`config.mk`:
```
export PLATFORM = sky130hd
export DESIGN_NAME = decoder_nxm_seq_flat
export DESIGN_NICKNAME = d
export VERILOG_FILES = /design/src/rtl/decoder_nxm_seq_pkg.sv /design/src/rtl/decoder_nxm_seq_if.sv /design/src/rtl/decoder_nxm_seq_dwell_timer.sv /design/src/rtl/decoder_nxm_seq.sv /design/src/flat_wrapper.sv
export SDC_FILE = /design/constraint.sdc
export NUM_CORES = 1
export LEC_CHECK = 0
export ABC_AREA = 1
export BUFFER_PORTS_ARGS = -buffer_cell sky130_fd_sc_hd__buf_4
export CORE_AREA = 2 2 39 41
export DETAILED_ROUTE_END_ITERATION = 8
export DIE_AREA = 0 0 41 43
export PLACE_DENSITY = 0.7
export SLEW_MARGIN = 10
export SYNTH_ARGS = -nofsm -noshare
export SYNTH_HDL_FRONTEND = slang
export SYNTH_SLANG_ARGS = --single-unit
```
`constraint.sdc`:
```
create_clock -name clk -period 0.8 [get_ports clk]
set_input_delay 0.04 -clock clk [delete_from_list [all_inputs] [get_ports clk]]
set_output_delay 0.04 -clock clk [all_outputs]
set_load 0.03 [all_outputs]
```
`src/rtl/decoder_nxm_seq_pkg.sv`:
```
// Shared types and helpers for the decoder_nxm_seq one-hot decoder.
package decoder_pkg;

  localparam int MAX_SEL_W = 5;

  localparam logic MODE_DIRECT = 1'b0;
  localparam logic MODE_SCAN   = 1'b1;

  typedef enum logic [1:0] {
    IDLE,
    HOLD,
    SCAN
  } state_e;

  // Widest decode supported; callers cast down to their own SEL_W/OUT_W.
  function automatic logic [2**MAX_SEL_W-1:0] onehot(input logic [MAX_SEL_W-1:0] sel);
    logic [2**MAX_SEL_W-1:0] v;
    v      = '0;
    v[sel] = 1'b1;
    return v;
  endfunction

endpackage

```
`src/rtl/decoder_nxm_seq_if.sv`:
```
// Handshake and decode bus between control logic (master) and decoder_nxm_seq (slave).
interface decoder_nxm_seq_if #(
  parameter int SEL_W   = 3,
  parameter int DWELL_W = 4
);
  localparam int OUT_W = 2**SEL_W;

  logic               en;
  logic               mode;
  logic               in_valid;
  logic [SEL_W-1:0]   in;
  logic               in_ready;
  logic [DWELL_W-1:0] dwell;
  logic [OUT_W-1:0]   out;
  logic               out_valid;
  logic [SEL_W-1:0]   code;
  logic               scan_wrap;

  modport master (
    output en, mode, in_valid, in, dwell,
    input  in_ready, out, out_valid, code, scan_wrap
  );

  modport slave (
    input  en, mode, in_valid, in, dwell,
    output in_ready, out, out_valid, code, scan_wrap
  );

endinterface

```
`src/rtl/decoder_nxm_seq_dwell_timer.sv`:
```
// Down-counter that ticks when it reaches zero and reloads from load_val on tick or load.
module dwell_timer #(
  parameter int DWELL_W = 4
) (
  input  logic               clk,
  input  logic               rst_n,
  input  logic               load,
  input  logic [DWELL_W-1:0] load_val,
  output logic               tick
);

  logic [DWELL_W-1:0] cnt_q, cnt_d;

  assign tick = (cnt_q == '0);

  always_comb begin
    cnt_d = cnt_q - DWELL_W'(1);
    if (load || tick) cnt_d = load_val;
  end

  always_ff @(posedge clk or negedge rst_n) begin
    if (!rst_n) cnt_q <= '0;
    else        cnt_q <= cnt_d;
  end

endmodule

```
`src/rtl/decoder_nxm_seq.sv`:
```
// Registered SEL_W-to-2**SEL_W one-hot decoder with valid/ready input.
// Define DEC_SCAN_EN to build the auto-scan mode with programmable dwell.
module decoder_nxm_seq
  import decoder_pkg::*;
#(
  parameter int SEL_W   = 3,
  parameter int DWELL_W = 4
) (
  input logic              clk,
  input logic              rst_n,
  decoder_nxm_seq_if.slave bus
);

  localparam int OUT_W = 2**SEL_W;

  state_e           state_q;
  logic [SEL_W-1:0] code_q;
  logic [OUT_W-1:0] out_q;
  logic             out_valid_q;
  logic             accept;

  function automatic logic [OUT_W-1:0] dec(input logic [SEL_W-1:0] sel);
    return OUT_W'(onehot(MAX_SEL_W'(sel)));
  endfunction

`ifdef DEC_SCAN_EN
  logic             scan_enter;
  logic             tick;
  logic             scan_wrap_q;
  logic [SEL_W-1:0] code_inc;

  assign scan_enter    = bus.en && (bus.mode == MODE_SCAN) && (state_q != SCAN);
  assign bus.in_ready  = bus.en && (bus.mode == MODE_DIRECT) && (state_q != SCAN);
  assign bus.scan_wrap = scan_wrap_q;
  assign code_inc      = code_q + SEL_W'(1);

  dwell_timer #(.DWELL_W(DWELL_W)) u_dwell_timer (
    .clk      (clk),
    .rst_n    (rst_n),
    .load     (scan_enter),
    .load_val (bus.dwell),
    .tick     (tick)
  );
`else
  logic unused_scan_inputs;

  assign unused_scan_inputs = ^{bus.mode, bus.dwell};
  assign bus.in_ready       = bus.en;
  assign bus.scan_wrap      = 1'b0;
`endif

  assign accept        = bus.in_valid && bus.in_ready;
  assign bus.out       = out_q;
  assign bus.out_valid = out_valid_q;
  assign bus.code      = code_q;

  // Priority: disable, then scan stepping/exit, then scan entry, then direct accept.
  always_ff @(posedge clk or negedge rst_n) begin
    if (!rst_n) begin
      state_q     <= IDLE;
      code_q      <= '0;
      out_q       <= '0;
      out_valid_q <= 1'b0;
`ifdef DEC_SCAN_EN
      scan_wrap_q <= 1'b0;
`endif
    end else begin
`ifdef DEC_SCAN_EN
      scan_wrap_q <= 1'b0;
`endif
      if (!bus.en) begin
        state_q     <= IDLE;
        out_q       <= '0;
        out_valid_q <= 1'b0;
      end
`ifdef DEC_SCAN_EN
      else if (state_q == SCAN) begin
        if (bus.mode == MODE_DIRECT) begin
          state_q <= HOLD;
        end else if (tick) begin
          code_q      <= code_inc;
          out_q       <= dec(code_inc);
          scan_wrap_q <= &code_q;
        end
      end else if (scan_enter) begin
        state_q     <= SCAN;
        code_q      <= '0;
        out_q       <= OUT_W'(1);
        out_valid_q <= 1'b1;
      end
`endif
      else if (accept) begin
        state_q     <= HOLD;
        code_q      <= bus.in;
        out_q       <= dec(bus.in);
        out_valid_q <= 1'b1;
      end
    end
  end

endmodule
```
`src/flat_wrapper.sv`:
```
// flat-port wrapper written by rule: the top's interface ports become plain ports
module decoder_nxm_seq_flat import decoder_pkg::*;
#(
  parameter int SEL_W   = 3,
  parameter int DWELL_W = 4
)
  (clk, rst_n, bus_en, bus_mode, bus_in_valid, bus_in, bus_dwell, bus_in_ready, bus_out, bus_out_valid, bus_code, bus_scan_wrap);
  decoder_nxm_seq_if #(.SEL_W(SEL_W), .DWELL_W(DWELL_W)) bus_i ();
  input logic clk;
  input logic rst_n;
  input wire logic [$bits(bus_i.en)-1:0] bus_en;
  input wire logic [$bits(bus_i.mode)-1:0] bus_mode;
  input wire logic [$bits(bus_i.in_valid)-1:0] bus_in_valid;
  input wire logic [$bits(bus_i.in)-1:0] bus_in;
  input wire logic [$bits(bus_i.dwell)-1:0] bus_dwell;
  output wire logic [$bits(bus_i.in_ready)-1:0] bus_in_ready;
  output wire logic [$bits(bus_i.out)-1:0] bus_out;
  output wire logic [$bits(bus_i.out_valid)-1:0] bus_out_valid;
  output wire logic [$bits(bus_i.code)-1:0] bus_code;
  output wire logic [$bits(bus_i.scan_wrap)-1:0] bus_scan_wrap;
  assign bus_i.en = bus_en;
  assign bus_i.mode = bus_mode;
  assign bus_i.in_valid = bus_in_valid;
  assign bus_i.in = bus_in;
  assign bus_i.dwell = bus_dwell;
  assign bus_in_ready = bus_i.in_ready;
  assign bus_out = bus_i.out;
  assign bus_out_valid = bus_i.out_valid;
  assign bus_code = bus_i.code;
  assign bus_scan_wrap = bus_i.scan_wrap;
  decoder_nxm_seq #(.SEL_W(SEL_W), .DWELL_W(DWELL_W)) u_core (.clk(clk), .rst_n(rst_n), .bus(bus_i));
endmodule
```
==> impl_metrics.json <==
{
  "wl_um": 1015,
  "drtIter0Drc": 1,
  "path_class": "reg -> out",
  "ant_nets": 0,
  "p_total_mw": 1.304,
  "timing.fmax_mhz": 1187,
  "p_per_area_nw_per_um2": 1686,
  "post_drt_wl_per_cell_um": 9.951,
  "post-route-period-util_pct": 105.4,
  "diodes": 0,
  "ys_seq_area_share_pct": 57.97,
  "hp-class": "in -> reg",
  "cp_data_required_time_ns": 0.76,
  "clkSlewWorstSetupHoldPaths_ns": 0.07,
  "setup_ws_ns": -0.04282,
  "die_x_um": 41,
  "arrival_ns": 0.80,
  "reg2reg_slack_ns": 0.04,
  "rsz0062_at_grt": "yes",
  "syn-num-nets": 73,
  "setup_viol": 12,
  "antenna_found_initial": 0,
  "overflow": 0,
  "netlist_area_um2": 518.0,
  "grt_usage_pct": 14.26,
  "grt_pass1_vias": 434,
  "ir_worst_vdd_mv": 0.8483,
  "hpwl_um": 789.2,
  "fin_tns_setup_ns": -0.4066,
  "hold_end": "u_core.bus.out[6]",
  "root_buffer": "clkbuf_4",
  "critPathMaxFanout": 2,
  "n_fill_cell": 138,
  "area_delta_synth_final_pct": 49.28,
  "period_minus_slack_ns": 0.8428,
  "hp-start": "bus_in[0]",
  "avgSynthCellArea_um2": 8.492,
  "leakagePower_nw": 0.4393,
  "outcome": "finished, violations left",
  "cts.path.max_buffers": 2,
  "cpPeakStageDelay_ns": 0.40,
  "rr_worst_depth": 3,
  "drtPass1Iterations": 3,
  "end_kind": "primary output",
  "htreeDepth": 1,
  "hold_depth": 4,
  "drive_gt1_share_pct": 34.88,
  "yosysWarnings": 0,
  "ys_seq_elements": 12,
  "cp_slowest_cell": "dfrtp_1",
  "ioPinCount": 26,
  "die_y_um": 43,
  "yosysUniqueCellTypes": 11,
  "grt_pass1_wl_um": 1676,
  "cp_cell_sequence": "buf_6",
  "row_count": 14,
  "dieArea_um2": 1763,
  "start_kind": "flip-flop",
  "max_cap_viol_count": 0,
  "vias": 451,
  "hold_violations": 0,
  "gp_congestion": 0.6598,
  "skew_ns": 0,
  "slew_viol_final": 0,
  "initial_core_util_pct": 37.43,
  "cts_buffers": 3,
  "r2r_end": "u_core.bus.code[2]",
  "violations": "setup timing",
  "critical_path_buf_inv_count": 1,
  "stdcell_area_um2": 773.2,
  "grt_max_degree": 13,
  "critPathTopFamily": "flip-flops",
  "drc": 0,
  "coreArea_um2": 1384,
  "hold_slack_ns": 0.05720,
  "clk-insertion-delay-late_ns": 0.26,
  "numClockSinks": 12,
  "via_per_inst": 4.422,
  "place_area_um2": 665.6,
  "synth_cells": 61,
  "io_buffers": 19,
  "layout.nets": 100,
  "timing.rr.start": "u_core.bus.code[2]",
  "cts_tree": "built"
}
-- cells by family (layout without fill, tap and decap cells) --
kind of cell / Yosys count / in the layout / synth area share, %
AOI/OAI and AO/OA: 3 / 3 / 2.898
DFF: 12 / 12 / 57.97
and+or+nand+nor: 37 / 37 / 31.16
other: 1 / 1 / 0.7239
buffers and inverters: 8 / 33 / 7.245
-- state kept, by name, summed over array words and instances (netlist names) --
register and flops:
u_core.bus.out 8, u_core.bus.code 3, u_core.bus.out_valid 1
-- worst min-delay path, cell delays in order --
cell,delay (ns)
buf_4,0.11
nor2_4,0.04
nand2_1,0.05
nand2_1,0.04
-- worst max path at each step --
stage | startpoint | to | depth (start not counted)
final | u_core.bus.out[5] | bus_out[5] | 1
after global routing | u_core.bus.out[5] | bus_out[5] | 1
after CTS | u_core.bus.out[1] | bus_out[1] | 1
after detailed placement | bus_en | u_core.bus.out[0] | 5
after global placement | bus_en | u_core.bus.out[0] | 5
after floorplan | u_core.bus.out[7] | u_core.bus.out[7] | 2
-- metrics by stage --
stage / cells / worst slack (ns) / util (%)
2_1_floorplan: 61 / 0.02220 / -
6_report: 102 / -0.04282 / 55.88
3_3_place_gp: 94 / 0.1488 / 48.10
3_5_place_dp: 94 / 0.1169 / 48.10
5_1_grt: 102 / -0.07736 / 55.88
4_1_cts: 102 / -0.04883 / 55.88
-- synthesized netlist by cell type --
library cell | number | area, um2
dfrtp_1 | 12 | 300.3
nand2_2 | 1 | 6.260
nand2_1 | 26 | 97.59
conb_1 | 1 | 3.750
buf_4 | 2 | 15.01
nand3_1 | 2 | 10.01
nor2_1 | 5 | 18.77
nor2_2 | 1 | 6.260
inv_1 | 6 | 22.52
o21ai_0 | 3 | 15.01
nor2_4 | 2 | 22.52
-- final cells by class --
class	instances	area [um2]	share of cell area, %
clock buffers	3	22.52	2.913
multi-input cells	41	180.2	23.30
inverters	6	22.52	2.913
well taps	16	20.02	2.589
flip-flops and latches	12	300.3	38.83
repair buffers	24	227.7	29.45
-- power by group --
group	switching, mW	internal, mW	total (mW)	leakage, nW
clock network	0.172	0.174	0.345	0.0138
registers	0.0220	0.639	0.661	0.160
logic	0.166	0.132	0.298	0.265
total	0.360	0.944	1.30	0.439
-- cells in the final DEF (no fill, tap or decap) --
cell type      instances
buf_4                 11
buf_6                 12
clkbuf_4               3
conb_1                 1
dfrtp_1               12
dlygate4sd3_1          1
inv_1                  6
nand2_1               26
nand2_2                1
nand3_1                2
nor2_1                 5
nor2_2                 1
nor2_4                 2
o21ai_0                2
o21ai_1                1
-- routing by layer --
layer / share of wire, % / global-route usage (%) / wire (um) / vias up
li1: - / - / - / 229
met1: 42 / 16.84 / 428 / 202
met2: 49 / 21.56 / 495 / 16
met3: 7.1 / 3.141 / 72 / 4
met4: 1.9 / 10.00 / 19 / 0
met5: 0 / 0 / 0 / -
-- timing repair --
action,in CTS,in global routing
resized for setup,12,1
hold buffers,1,0
setup endpoints to repair,12,13
buffers inserted,4,0
endpoints found under the hold margin,12,0
Power figures use the tool's default switching activity.
